## config.mk

```make
export PLATFORM = sky130hd
export DESIGN_NAME = fetch_unit
export DESIGN_NICKNAME = d
export VERILOG_FILES = /design/src/rtl/fetch_unit_pkg.sv /design/src/rtl/fetch_unit_ifid_reg.sv /design/src/rtl/fetch_unit.sv
export SDC_FILE = /design/constraint.sdc
export NUM_CORES = 1
export LEC_CHECK = 0
export CAP_MARGIN = 5
export CELL_PAD_IN_SITES_DETAIL_PLACEMENT = 1
export CELL_PAD_IN_SITES_GLOBAL_PLACEMENT = 2
export CORE_ASPECT_RATIO = 0.8
export CORE_MARGIN = 8
export CORE_UTILIZATION = 35
export CTS_CLUSTER_SIZE = 28
export DETAILED_ROUTE_END_ITERATION = 7
export HOLD_SLACK_MARGIN = 0.06
export PLACE_DENSITY = 0.93
export SLEW_MARGIN = 20
export SYNTH_ARGS = -nofsm -noshare
export SYNTH_HDL_FRONTEND = slang
export SYNTH_HIERARCHICAL = 1
export SYNTH_SLANG_ARGS = --single-unit
```

## constraint.sdc

```tcl
create_clock -name clock -period 12.4 [get_ports clock]
set_clock_uncertainty 0.2 [all_clocks]
set_input_delay 1.86 -clock clock [delete_from_list [all_inputs] [get_ports clock]]
set_output_delay 1.86 -clock clock [all_outputs]
set_load 0.02 [all_outputs]
```

## src/rtl/fetch_unit_pkg.sv

```systemverilog
// Shared definitions for the IF stage: fetch state codes, the NOP encoding
// used for IF/ID bubbles, and a small helper on the state encoding.
package fetch_unit_pkg;

  localparam int INSTR_W = 32;

  // sll $0,$0,0 -- the all-zero word doubles as the bubble instruction
  localparam logic [INSTR_W-1:0] NOP_INSTR = 32'h0000_0000;

  typedef enum logic [1:0] {
    IF_FETCH = 2'b00,  // request outstanding at PC
    IF_HOLD  = 2'b01,  // fetched word parked while the pipe is stalled
    IF_DRAIN = 2'b10   // wrong-path request still in flight, data discarded
  } if_state_t;

  // Only the HOLD state refrains from talking to instruction memory
  function automatic logic is_requesting(input if_state_t s);
    return (s != IF_HOLD);
  endfunction

endpackage

```

## src/rtl/fetch_unit_ifid_reg.sv

```systemverilog
// IF/ID pipeline register. A flush forces a bubble (valid=0, NOP) and wins
// over a load; with neither, the register holds its contents.
module ifid_reg
  import fetch_unit_pkg::*;
#(
  parameter int PC_W = 32
) (
  input  logic               clock,
  input  logic               reset,
  input  logic               we,
  input  logic               flush,
  input  logic [INSTR_W-1:0] d_instr,
  input  logic [PC_W-1:0]    d_pc_plus4,
  output logic [INSTR_W-1:0] instr,
  output logic [PC_W-1:0]    pc_plus4,
  output logic               valid
);

  // IF/ID boundary: bubble on reset or flush, otherwise load when enabled
  always_ff @(posedge clock) begin
    if (reset || flush) begin
      instr    <= NOP_INSTR;
      pc_plus4 <= '0;
      valid    <= 1'b0;
    end else if (we) begin
      instr    <= d_instr;
      pc_plus4 <= d_pc_plus4;
      valid    <= 1'b1;
    end
  end

endmodule

```

## src/rtl/fetch_unit.sv

```systemverilog
// IF stage of the 5-stage MIPS pipeline: owns the PC, issues requests to
// instruction memory through a req/ready handshake, parks a fetched word
// while the hazard unit stalls, and drains a wrong-path request after a
// MEM-stage branch redirect.
// Optional build macro FETCH_PERF_EN adds perf_fetched / perf_bubbles
// counters of valid and bubble IF/ID loads.
module fetch_unit
  import fetch_unit_pkg::*;
#(
  parameter int              PC_W     = 32,
  parameter logic [PC_W-1:0] RESET_PC = '0
) (
  input  logic               clock,
  input  logic               reset,
  output logic               imem_req,
  output logic [PC_W-1:0]    imem_addr,
  input  logic               imem_ready,
  input  logic [INSTR_W-1:0] imem_rdata,
  input  logic               stall,
  input  logic               pcsrc,
  input  logic [PC_W-1:0]    branch_target,
  output logic [INSTR_W-1:0] ifid_instr,
  output logic [PC_W-1:0]    ifid_pc_plus4,
  output logic               ifid_valid
`ifdef FETCH_PERF_EN
  ,
  output logic [31:0]        perf_fetched,
  output logic [31:0]        perf_bubbles
`endif
);

  if_state_t          state;
  logic [PC_W-1:0]    pc;
  logic [PC_W-1:0]    pc_plus4;
  logic [PC_W-1:0]    redirect_pc;
  logic [PC_W-1:0]    target_aligned;
  logic [INSTR_W-1:0] hold_buf;

  logic               ifid_we;
  logic               ifid_flush;
  logic [INSTR_W-1:0] ifid_d_instr;

  function automatic logic [PC_W-1:0] word_align(input logic [PC_W-1:0] a);
    return a & ~PC_W'(3);
  endfunction

  // PC arithmetic wraps naturally at 2^PC_W
  assign pc_plus4       = pc + PC_W'(4);
  assign target_aligned = word_align(branch_target);

  // In DRAIN the PC register still holds the wrong-path address, so the
  // outstanding request keeps a stable address until memory answers.
  assign imem_req  = !reset && is_requesting(state);
  assign imem_addr = pc;

  // Decide what the IF/ID register does this cycle
  always_comb begin
    ifid_we      = 1'b0;
    ifid_flush   = 1'b0;
    ifid_d_instr = imem_rdata;
    unique case (state)
      IF_FETCH: begin
        if (pcsrc || (!stall && !imem_ready)) begin
          ifid_flush = 1'b1;
        end else if (!stall && imem_ready) begin
          ifid_we = 1'b1;
        end
      end
      IF_HOLD: begin
        if (pcsrc) begin
          ifid_flush = 1'b1;
        end else if (!stall) begin
          ifid_we      = 1'b1;
          ifid_d_instr = hold_buf;
        end
      end
      IF_DRAIN: ifid_flush = 1'b1;
      default:  ifid_flush = 1'b1;
    endcase
  end

  // Fetch state machine, PC, hold buffer and redirect latch
  always_ff @(posedge clock) begin
    if (reset) begin
      state <= IF_FETCH;
      pc    <= RESET_PC;
    end else begin
      unique case (state)
        IF_FETCH: begin
          if (pcsrc) begin
            if (imem_ready) begin
              pc <= target_aligned;
            end else begin
              redirect_pc <= target_aligned;
              state       <= IF_DRAIN;
            end
          end else if (imem_ready) begin
            if (stall) begin
              hold_buf <= imem_rdata;
              state    <= IF_HOLD;
            end else begin
              pc <= pc_plus4;
            end
          end
        end
        IF_HOLD: begin
          if (pcsrc) begin
            pc       <= target_aligned;
            hold_buf <= NOP_INSTR;
            state    <= IF_FETCH;
          end else if (!stall) begin
            pc    <= pc_plus4;
            state <= IF_FETCH;
          end
        end
        IF_DRAIN: begin
          if (pcsrc) begin
            redirect_pc <= target_aligned;
          end else if (imem_ready) begin
            pc    <= redirect_pc;
            state <= IF_FETCH;
          end
        end
        default: state <= IF_FETCH;
      endcase
    end
  end

  ifid_reg #(
    .PC_W(PC_W)
  ) u_ifid (
    .clock      (clock),
    .reset      (reset),
    .we         (ifid_we),
    .flush      (ifid_flush),
    .d_instr    (ifid_d_instr),
    .d_pc_plus4 (pc_plus4),
    .instr      (ifid_instr),
    .pc_plus4   (ifid_pc_plus4),
    .valid      (ifid_valid)
  );

`ifdef FETCH_PERF_EN
  // Count IF/ID loads: real instructions versus bubbles
  always_ff @(posedge clock) begin
    if (reset) begin
      perf_fetched <= '0;
      perf_bubbles <= '0;
    end else if (ifid_flush) begin
      perf_bubbles <= perf_bubbles + 32'd1;
    end else if (ifid_we) begin
      perf_fetched <= perf_fetched + 32'd1;
    end
  end
`endif

endmodule

```

# ---- Word level (Yosys, flattened, before mapping)
# Cells that the tools add are included.
# Widths: inputs -> output; s select.
dict set report totals {
  regBits 163
  input_bits 69
  output_inout_bits 98
  wordCells 76
}
dict set report op_classes {
  n_addsub 1
  n_eq_ne 15
  mux 36
  bitwise 1
  n_reduce_logical 16
}
# cell count
set op_table {}
lappend op_table {{$mux 32} 16}
lappend op_table {{$pmux 32 s2} 2}
lappend op_table {{$pmux 32 s3} 1}
lappend op_table {{$add 32x3->32 const B} 1}
lappend op_table {{$mux 2} 8}
lappend op_table {{$ne 2x2->1 const B} 8}
lappend op_table {{$ne 3x3->1 const B} 4}
lappend op_table {{$reduce_and 5->1} 2}
lappend op_table {{$mux 1} 6}
lappend op_table {{$pmux 2 s3} 1}
lappend op_table {{$reduce_and 6->1} 1}
lappend op_table {{$pmux 1 s2} 2}
lappend op_table {{$reduce_and 4->1} 1}
lappend op_table {{$reduce_bool 2->1} 2}
lappend op_table {{$logic_and 1x1->1} 3}
lappend op_table {{$logic_not 1->1} 3}
lappend op_table {{$reduce_bool 3->1} 1}
lappend op_table {{$eq 2x1->1 const B} 1}
lappend op_table {{$eq 2x2->1 const B} 1}
lappend op_table {{$logic_not 2->1} 1}
lappend op_table {{$logic_or 1x1->1} 2}
lappend op_table {{$ne 2x1->1 const B} 1}
lappend op_table {{$not 1->1} 1}

# ---- Depth between registers and ports, before layout
# Gate-level depths: netlist (run 1).
dict set report depth {
  depth_word 6
  depth_mapped 11
  ltp_nobuf 8
}

# ---- By module
# Netlist (run 1), hierarchy kept.
# mod n_inst cells_per_inst area_per_inst_um2 seq_area_each_um2
set by_module_without_submodules {}
lappend by_module_without_submodules {fetch_unit 1 527 5376.4 2502.4}
lappend by_module_without_submodules {ifid_reg 1 210 2339.7 1301.2}

# ---- Worst setup path after synthesis (run 1)
# No wires, ideal clock.
dict set report synth_path {
  path_type {input-to-reg}
  start {input port pcsrc}
  end {register redirect_pc[10] (enable)}
  setup_time_ns 0.580
  t_arrival_ns 6.884
  required_time_ns 11.620
  setup_slack_ns 4.736
  stages 3
  path_buffers 1
  cell_sequence {inv_1 clkbuf_1 a2111oi_0}
}
dict set report synth_between {
  elab_chain_len 2
  word_cells_on_any_way 3
  classes_between {eq/ne: 2; reduce/logical: 1}
}
# element line
set synth_lines {}
lappend synth_lines {{from (decl)} fetch_unit.sv:20} ;# input logic pcsrc,
lappend synth_lines {{$ne 2x2->1 (no source line)} --}
lappend synth_lines {{$reduce_and 5->1 (no source line) (*)} --}
lappend synth_lines {{to (signal assigned)} fetch_unit.sv:94} ;# redirect_pc <= target_aligned;
lappend synth_lines {{to (signal assigned)} fetch_unit.sv:118} ;# redirect_pc <= target_aligned;
lappend synth_lines {{to (decl)} fetch_unit.sv:35} ;# logic [PC_W-1:0] redirect_pc;
# Mark *: on every way between the ends. The rest lies on a longest branch, timed or not.
# A chain may end at the register's enable or synchronous reset.

# ---- Worst setup path after layout (run 1)
dict set report layout_path {
  start {input port reset}
  end {output port imem_req}
}
dict set report layout_between {
  elab_chain_len 2
}
# element line
set layout_lines {}
lappend layout_lines {{from (decl)} fetch_unit.sv:14} ;# input logic reset,
lappend layout_lines {{$logic_not 1->1} fetch_unit.sv:53} ;# assign imem_req = !reset && is_requesting(state);
lappend layout_lines {{$logic_and 1x1->1} fetch_unit.sv:53}
lappend layout_lines {{to (decl)} fetch_unit.sv:15} ;# output logic imem_req,
# No other way between the ends.

==> results.json, run 1 <==
{
  "end_kind": "primary output",
  "rsz0062_at_grt": "no",
  "antenna_found_initial": 0,
  "core_um2": 21600,
  "cts_setup_buffers": 0,
  "drt_wl_total_um": 23900,
  "crit_path_start": "reset",
  "hpwl_um": 15900,
  "yosysUniqueCellTypes": 69,
  "syn_inst": 737,
  "fin_crit_ps": 5550,
  "via_per_inst": 5.24,
  "hp-start": "u_ifid/valid",
  "critPathMostFrequentCell": "clkdlybuf4s50_1",
  "worst_pin_slew_ps": 793,
  "hold_path_class": "reg -> reg",
  "synth_edf_count": 62,
  "synthFlopType": "dfxtp_1",
  "syn2layout_area_growth_pct": 30.5,
  "fp.dieH_um": 149,
  "place_ws_ps": 6880,
  "rows": 48,
  "wire_per_inst_um": 20.5,
  "ctsHoldBuffers": 0,
  "drtIter0Drc": 326,
  "ant_nets": 0,
  "ys_ff_latch": 159,
  "cts_buffer_depth": 2,
  "critical_path_arrival_ps": 3490,
  "numCtsBuffers": 17,
  "max_stage_delay_ps": 600,
  "clockRootBuffer": "clkbuf_16",
  "power_density_nw_per_um2": 128,
  "track_usage_pct": 17.6,
  "reg2reg_from": "state[0]",
  "initial_core_util_pct": 35.7,
  "gp_congestion": 0.765,
  "grt_pass1_wl_um": 37400,
  "worstPathRequired_ps": 10340,
  "firstDrtPassIters": 5,
  "relSlewSlack_pct": 47.2,
  "yosys.area.top_type_share_pct": 25.2,
  "yosysTopAreaCell": "dfxtp_1",
  "drc_errors": 0,
  "path_max_fanout": 42,
  "ys_warn_count": 6,
  "crit_type": "in -> out",
  "ys_seq_area_share_pct": 49.3,
  "final_nets": 948,
  "fmax_mhz": 180,
  "setup_slack_ps": 6850,
  "htree_levels": 4,
  "synth.cell_area_um2": 7720,
  "timing.critical_path.buf_inv": 3,
  "overflow": 0,
  "grt_max_degree": 66,
  "portBuffers": 162,
  "final.period_utilization_pct": 44.7,
  "path_cells": "clkdlybuf4s50_1 -> buf_4 -> nor2_1 -> clkdlybuf4s50_1",
  "cts_tree": "built",
  "clk_pin_slew_worst_paths_ps": 60,
  "slew_violations": 0,
  "dieArea_um2": 27100,
  "ir_drop_uv": 76.8,
  "grt_pass1_vias": 6476,
  "io_pins": 167,
  "ctsResizeCount": 0,
  "fin_setup_tns_ps": 0,
  "syn_avg_cell_area_um2": 10.5,
  "num_vias": 6113,
  "async_flop_share_pct": 0,
  "cts.sinks": 159,
  "final_hold_viol_count": 0,
  "power.leakage_uw": 0.00355,
  "cp_top_family": "buffers and inverters",
  "outcome": "completed",
  "synthTopCellsByArea": "dfxtp_1 (25%), edfxtp_1 (24%), mux2i_1 (13%), nor2_1 (6.7%), mux2_2 (5.0%)",
  "insertion_delay_ps": 420,
  "die_w_um": 182,
  "drv_cap": 0,
  "layout-drive-gt1-share_pct": 10.9,
  "setup_violations": 0,
  "critPathSlowestCell": "clkdlybuf4s50_1",
  "insertedDiodeCount": 0,
  "cp-start-kind": "input pin"
}
==> synthesized netlist by cell type (5+ instances only) <==
cell type,instances
nor2_1,137
o21ai_0,12
buf_6,13
mux2_2,34
nand3_1,21
mux2i_1,100
a211oi_1,11
inv_1,10
nand2b_1,5
nor4_1,8
dfxtp_1,97
a21oi_1,33
xnor2_1,20
buf_2,13
nand4_1,5
clkbuf_1,21
xor2_1,8
buf_1,5
nor3_1,8
and3_1,10
nand2_1,24
o22ai_1,6
edfxtp_1,62
==> cell usage in the layout (no fill, tap or decap), drive strengths merged, types with 3 or more instances in the layout <==
cell,Yosys,final
a21oi,33,33
mux2i,100,100
clkinv,0,4
o21bai,3,3
clkinvlp,0,3
a221oi,4,4
o211ai,3,3
nand2,24,24
xor2,8,8
buf,33,16
o21ai,12,12
inv,10,15
xnor2,20,20
dfxtp,97,97
nand4,7,7
and3,10,10
edfxtp,62,62
o22ai,6,6
mux2,34,34
or3,3,3
o32ai,3,3
clkdlybuf4s50,0,160
nor3,10,10
conb,1,4
nand3,23,23
a311oi,3,3
and4,3,3
clkbuf,23,19
nor2,137,137
a211oi,11,11
o32a,3,3
nand2b,5,5
nor4,9,9
==> registers in the layout, summed over array words and instances (netlist names) <==
name             cells
u_ifid/valid         1
u_ifid/pc_plus4     32
imem_addr           30
state                2
u_ifid/instr        32
hold_buf            32
redirect_pc         30
==> through the flow <==
stage | instance area (µm²) | total power, µW | std cells | hold WS, ps | util, %
after floorplan | 7730 | 702 | 740 | 329 | -
after global placement | 9490 | 772 | 1134 | 250 | 43.9
after detailed placement | 9490 | 777 | 1134 | 258 | 43.9
after CTS | 10100 | 1310 | 1166 | 277 | 46.6
after global routing | 10100 | 1340 | 1166 | 322 | 46.6
final | 10100 | 1290 | 1166 | 268 | 46.6
==> per-layer routing <==
| metal | GRT usage, % | up-vias | share of wire, % |
|---|---|---|---|
| li1 | - | 2923 | - |
| met1 | 22.1 | 3034 | 44 |
| met2 | 29.1 | 142 | 48 |
| met3 | 5.21 | 14 | 6.9 |
| met4 | 4.87 | 0 | 0.99 |
| met5 | 0 | - | 0 |
==> report_power, final <==
part           leakage (µW)  switching [µW]  internal [µW]
sequential          0.00136            22.4            563
clock              0.000278             233            293
combinational       0.00192            96.8           82.7
total               0.00355             352            939
==> cells by family (layout without fill, tap and decap cells) <==
group / after synthesis / in the layout / synth area share (%)
multiplexers: 134 / 134 / 17.9
buffers and inverters: 67 / 218 / 4.95
XOR/XNOR: 28 / 28 / 3.18
AO/OA/AOI/OAI: 103 / 103 / 9.02
other: 1 / 4 / 0.0486
adder cells (fa/ha/maj): 2 / 2 / 0.292
AND/OR/NAND/NOR: 243 / 243 / 15.3
flip-flops: 159 / 159 / 49.3
==> final cells by class <==
cell class / count / area, µm²
Multi-Input combinational cell: 514 / 3580
Inverter: 10 / 37.5
Clock inverter: 13 / 128
Timing Repair Buffer: 176 / 1720
Fill cell: 2391 / 11600
Sequential cell: 159 / 3800
Tap cell: 275 / 344
Clock buffer: 19 / 454
==> worst paths after layout <==
check	slack, ps	depth (start not counted)	endpoint
setup / recovery	6850	4	imem_req
hold / removal	270	2	u_ifid/valid
setup reg to reg	9630	7	u_ifid/instr[28]
hold reg to reg	270	2	u_ifid/valid
==> tightest hold or removal path, delay by kind of cell (launching register included) <==
kind / cells / cell delay, ps
DFF: 1 / 330
and+or+nand+nor: 2 / 110
Note: power is estimated with default switching activity, not from simulation.
==> run 2: changes to the inputs <==
--- a/config.mk
+++ b/config.mk
@@ -10,11 +10,11 @@
 export CELL_PAD_IN_SITES_GLOBAL_PLACEMENT = 2
 export CORE_ASPECT_RATIO = 0.8
 export CORE_MARGIN = 8
-export CORE_UTILIZATION = 35
+export CORE_UTILIZATION = 32
 export CTS_CLUSTER_SIZE = 28
 export DETAILED_ROUTE_END_ITERATION = 7
 export HOLD_SLACK_MARGIN = 0.06
-export PLACE_DENSITY = 0.93
+export PLACE_DENSITY = 0.87
 export SLEW_MARGIN = 20
 export SYNTH_ARGS = -nofsm -noshare
 export SYNTH_HDL_FRONTEND = slang
==> constraint.sdc (replaced) <==
create_clock -name clock -period 5.45 [get_ports clock]
set_clock_uncertainty 0.2 [all_clocks]
set_input_delay 0.8175 -clock clock [delete_from_list [all_inputs] [get_ports clock]]
set_output_delay 0.8175 -clock clock [all_outputs]
set_load 0.02 [all_outputs]
==> results.json, run 2 (synthesized netlist as in run 1, its figures left out) <==
{
  "drv_cap": 0,
  "top_regs": "hold_buf: 32 flops, u_ifid/instr: 32 flops, u_ifid/pc_plus4: 32 flops",
  "nFillCells": 2684,
  "met1_usage_pct": 21.8,
  "io_pins": 167,
  "rows": 51,
  "layout-drive-gt1-share_pct": 10.9,
  "wire_per_inst_um": 19.7,
  "final_cell_mix": "clkdlybuf4s50_1 (160), nor2_1 (136), mux2i_1 (100)",
  "gp_congestion": 0.787,
  "power.leakage_uw": 0.00355,
  "busiest_layer": "met2",
  "place_ws_ps": 1830,
  "fmax_mhz": 308,
  "regToRegSetupSlack_ps": 2670,
  "ctsResizeCount": 0,
  "post-route-util_pct": 42.2,
  "rr_worst_depth": 7,
  "grtUsageMet3_pct": 5.93,
  "power_density_nw_per_um2": 287,
  "core_um2": 24000,
  "p_total_uw": 2910,
  "hpwl_um": 16300,
  "rr_endpoint": "u_ifid/pc_plus4[6]",
  "worstPathRequired_ps": 4430,
  "clk_pin_slew_worst_paths_ps": 70,
  "fp.dieH_um": 155,
  "cts.sinks": 159,
  "setup_violations": 0,
  "drc_errors": 0,
  "cp-start-kind": "register",
  "min_path_cells": 2,
  "path_max_fanout": 33,
  "drtIter0Drc": 383,
  "fin_setup_tns_ps": 0,
  "reg2reg_from": "state[0]",
  "crit_type": "reg -> out",
  "final_nets": 949,
  "cts_setup_buffers": 0,
  "ir_drop_uv": 142,
  "outcome": "completed",
  "grt_pass1_wl_um": 37800,
  "clockRootBuffer": "clkbuf_16",
  "syn2layout_area_growth_pct": 31.2,
  "rsz0062_at_grt": "no",
  "grt_max_degree": 51,
  "grtUsageMet2_pct": 24.1,
  "portBuffers": 162,
  "htree_levels": 4,
  "end_kind": "primary output",
  "critical_path_arrival_ps": 2230,
  "holdPathEnd": "u_ifid/valid",
  "final_common_cell": "clkdlybuf4s50_1",
  "dieArea_um2": 29400,
  "initial_core_util_pct": 32.2,
  "ant_nets": 0,
  "insertion_delay_ps": 420,
  "ctsHoldBuffers": 0,
  "cts_buffer_depth": 2,
  "slew_violations": 0,
  "cts_tree": "built",
  "final_hold_viol_count": 0,
  "overflow": 0,
  "final.period_utilization_pct": 59.6,
  "hp-start": "u_ifid/valid",
  "die_w_um": 190,
  "num_vias": 6138,
  "drt_wl_total_um": 23800,
  "grt_pass1_vias": 6430,
  "firstDrtPassIters": 4,
  "worst_pin_slew_ps": 1030,
  "antenna_found_initial": 0,
  "setup_slack_ps": 2200,
  "fin_crit_ps": 3250,
  "numCtsBuffers": 17,
  "via_per_inst": 5.07,
  "hold_path_class": "reg -> reg",
  "track_usage_pct": 16.2,
  "relSlewSlack_pct": 31.1
}
-- run 2: cell count changes in the layout (fill, tap and decap cells not counted), sizes merged --
cell,previous run,this run
buf,16,17
clkbuf,19,18
clkinv,4,6
clkinvlp,3,2
diode,0,1
-- run 2: power breakdown --
part,internal (µW),switching (µW),leakage (µW)
clock network,637,526,0.000270
logic,190,218,0.00193
registers,1280,52.0,0.00136
-- run 2: metrics by stage --
step | area, µm² | hold WS, ps | instances
floorplan | 7730 | 329 | 740
finish | 10100 | 271 | 1211
CTS | 10100 | 277 | 1209
detailed placement | 9550 | 258 | 1177
global placement | 9550 | 247 | 1177
global route | 10100 | 324 | 1210
-- run 2: metal layers --
layer | part of all wire (%) | routed length (µm)
met3 | 8.1 | 1930
met2 | 44 | 10400
met4 | 1.2 | 289
met5 | 0 | 0
met1 | 47 | 11100
-- run 2: worst max path at each step --
stage                from                to
2_1_floorplan       pcsrc   redirect_pc[10]
3_3_place_gp   imem_ready  u_ifid/instr[16]
3_5_place_dp   imem_ready     imem_addr[10]
4_1_cts          state[0]          imem_req
5_1_grt          state[0]          imem_req
6_report         state[0]          imem_req
-- run 2: cell type report --
| class | instances | area (µm²) | share of cell area (%) |
|---|---|---|---|
| Sequential cell | 159 | 3800 | 37.6 |
| Clock inverter | 14 | 133 | 1.31 |
| Clock buffer | 18 | 429 | 4.24 |
| Tap cell | 318 | 398 | 3.93 |
| Multi-Input combinational cell | 514 | 3580 | 35.4 |
| Inverter | 10 | 37.5 | 0.371 |
| Timing Repair Buffer | 177 | 1740 | 17.2 |
| Antenna cell | 1 | 2.50 | 0.0247 |
-- run 2: worst max-delay path: stages (launching register included) --
cell	delay, ps
dfxtp_1	540
nor2b_2	240
buf_4	370
nor2_1	70
clkdlybuf4s50_1	560
==> run 3: changes to the inputs <==
--- a/config.mk
+++ b/config.mk
@@ -10,11 +10,11 @@
 export CELL_PAD_IN_SITES_GLOBAL_PLACEMENT = 2
 export CORE_ASPECT_RATIO = 0.8
 export CORE_MARGIN = 8
-export CORE_UTILIZATION = 32
+export CORE_UTILIZATION = 29
 export CTS_CLUSTER_SIZE = 28
 export DETAILED_ROUTE_END_ITERATION = 7
 export HOLD_SLACK_MARGIN = 0.06
-export PLACE_DENSITY = 0.87
+export PLACE_DENSITY = 0.83
 export SLEW_MARGIN = 20
 export SYNTH_ARGS = -nofsm -noshare
 export SYNTH_HDL_FRONTEND = slang
==> constraint.sdc (replaced) <==
create_clock -name clock -period 2.96 [get_ports clock]
set_clock_uncertainty 0.2 [all_clocks]
set_input_delay 0.444 -clock clock [delete_from_list [all_inputs] [get_ports clock]]
set_output_delay 0.444 -clock clock [all_outputs]
set_load 0.02 [all_outputs]
==> results.json, run 3 (synthesized netlist as in run 1, its figures left out) <==
{
  "crit_type": "reg -> reg",
  "layout-drive-gt1-share_pct": 12.1,
  "gp_congestion": 0.770,
  "fin_crit_ps": 2560,
  "final.period_utilization_pct": 86.4,
  "final_common_cell": "clkdlybuf4s50_1",
  "layoutNonFillerInstCount": 1261,
  "initial_core_util_pct": 29.5,
  "antenna_found_initial": 2,
  "htree_levels": 4,
  "insertion_delay_ps": 430,
  "power_density_nw_per_um2": 536,
  "top_regs": "hold_buf: 32 flops, u_ifid/instr: 32 flops, u_ifid/pc_plus4: 32 flops",
  "ant_nets": 0,
  "setup_violations": 0,
  "grt_pass1_wl_um": 38900,
  "numCtsBuffers": 17,
  "rows": 53,
  "final_nets": 961,
  "wire_per_inst_um": 19.8,
  "num_vias": 6138,
  "cts_buffer_depth": 2,
  "drt_wl_total_um": 24900,
  "track_usage_pct": 15.7,
  "critical_path_arrival_ps": 2670,
  "min_path_cells": 2,
  "ctsResizeCount": 0,
  "cts_setup_buffers": 0,
  "rr_endpoint": "imem_addr[19]",
  "max_stage_delay_ps": 600,
  "syn2layout_area_growth_pct": 34.1,
  "power.leakage_uw": 0.00366,
  "final_cell_mix": "clkdlybuf4s50_1 (159), nor2_1 (136), mux2i_1 (100)",
  "end_kind": "register",
  "via_per_inst": 4.87,
  "hp-start": "reset",
  "hpwl_um": 17500,
  "path_cells": "nand4_4 -> nor3_4 -> nand2_1 -> xnor2_1 -> o41a_1",
  "drc_errors": 0,
  "holdPathEnd": "imem_addr[24]",
  "clockRootBuffer": "clkbuf_16",
  "portBuffers": 162,
  "insertedDiodeCount": 0,
  "relSlewSlack_pct": 54.9,
  "outcome": "completed",
  "design_area_um2": 10300,
  "cts.sinks": 159,
  "slew_violations": 0,
  "place_area_um2": 9740,
  "cp-start-kind": "register",
  "fin_setup_tns_ps": 0,
  "drv_cap": 0,
  "fmax_mhz": 391,
  "dpl.cell_count": 1229,
  "regToRegSetupSlack_ps": 400,
  "grt_pass1_vias": 6460,
  "reg2reg_from": "imem_addr[10]",
  "path_max_fanout": 10,
  "firstDrtPassIters": 4,
  "hold_path_class": "in -> reg",
  "core_um2": 26200,
  "clk_pin_slew_worst_paths_ps": 70,
  "die_w_um": 198,
  "overflow": 0,
  "final_hold_viol_count": 0,
  "post-route-util_pct": 39.5,
  "drtIter0Drc": 292,
  "critPathSlowestCell": "nor3_4",
  "rr_worst_depth": 5,
  "dieArea_um2": 32100,
  "cts_tree": "built",
  "fp.dieH_um": 162,
  "ctsHoldBuffers": 0,
  "grt_max_degree": 50,
  "worst_pin_slew_ps": 671,
  "ir_drop_uv": 429,
  "worstPathRequired_ps": 3070,
  "rsz0062_at_grt": "no",
  "io_pins": 167
}
==> run 3: cell type report <==
| class | instances | area [µm²] |
|---|---|---|
| multi-input combinational | 514 | 3590 |
| inverter | 10 | 37.5 |
| tap | 357 | 447 |
| timing repair buffer | 189 | 1860 |
| fill | 2864 | 15800 |
| sequential | 159 | 3800 |
| clock buffer | 22 | 475 |
| clock inverter | 10 | 134 |
==> run 3: per-layer routing <==
layer	vias up	share of wire (%)	global-route usage, %
met5	-	0.092	0
met4	4	1.5	4.85
met3	23	5.8	4.71
met2	138	46	24.4
met1	3013	47	20.5
li1	2960	-	-
==> run 3: critical path: cells and delay by family, from the launching register on <==
| family | cells | cell delay (ps) |
|---|---|---|
| xor+xnor | 1 | 230 |
| flops | 1 | 520 |
| simple gates | 3 | 1050 |
| compound gates | 1 | 440 |
==> run 3: worst max path at each step <==
stage / end / from
floorplan: hold_buf[0] / pcsrc
global placement: u_ifid/instr[16] / imem_ready
detailed placement: u_ifid/instr[29] / imem_ready
CTS: imem_req / state[1]
global route: imem_req / state[1]
finish: imem_addr[19] / imem_addr[10]
==> run 3: through the flow <==
step           hold WS (ps)  setup WS [ps]  power [µW]
6_report                248            403        5550
5_1_grt                 267            256        5800
4_1_cts                 200            377        5640
3_5_place_dp            266            229        3290
3_3_place_gp            245            292        3270
2_1_floorplan           329           70.7        2940
==> run 3: power by group <==
part / total, µW / switching (µW) / internal (µW) / leakage, µW
clock network: 2310 / 916 / 1400 / 0.000303
logic: 782 / 418 / 364 / 0.00200
registers: 2450 / 90.9 / 2360 / 0.00136
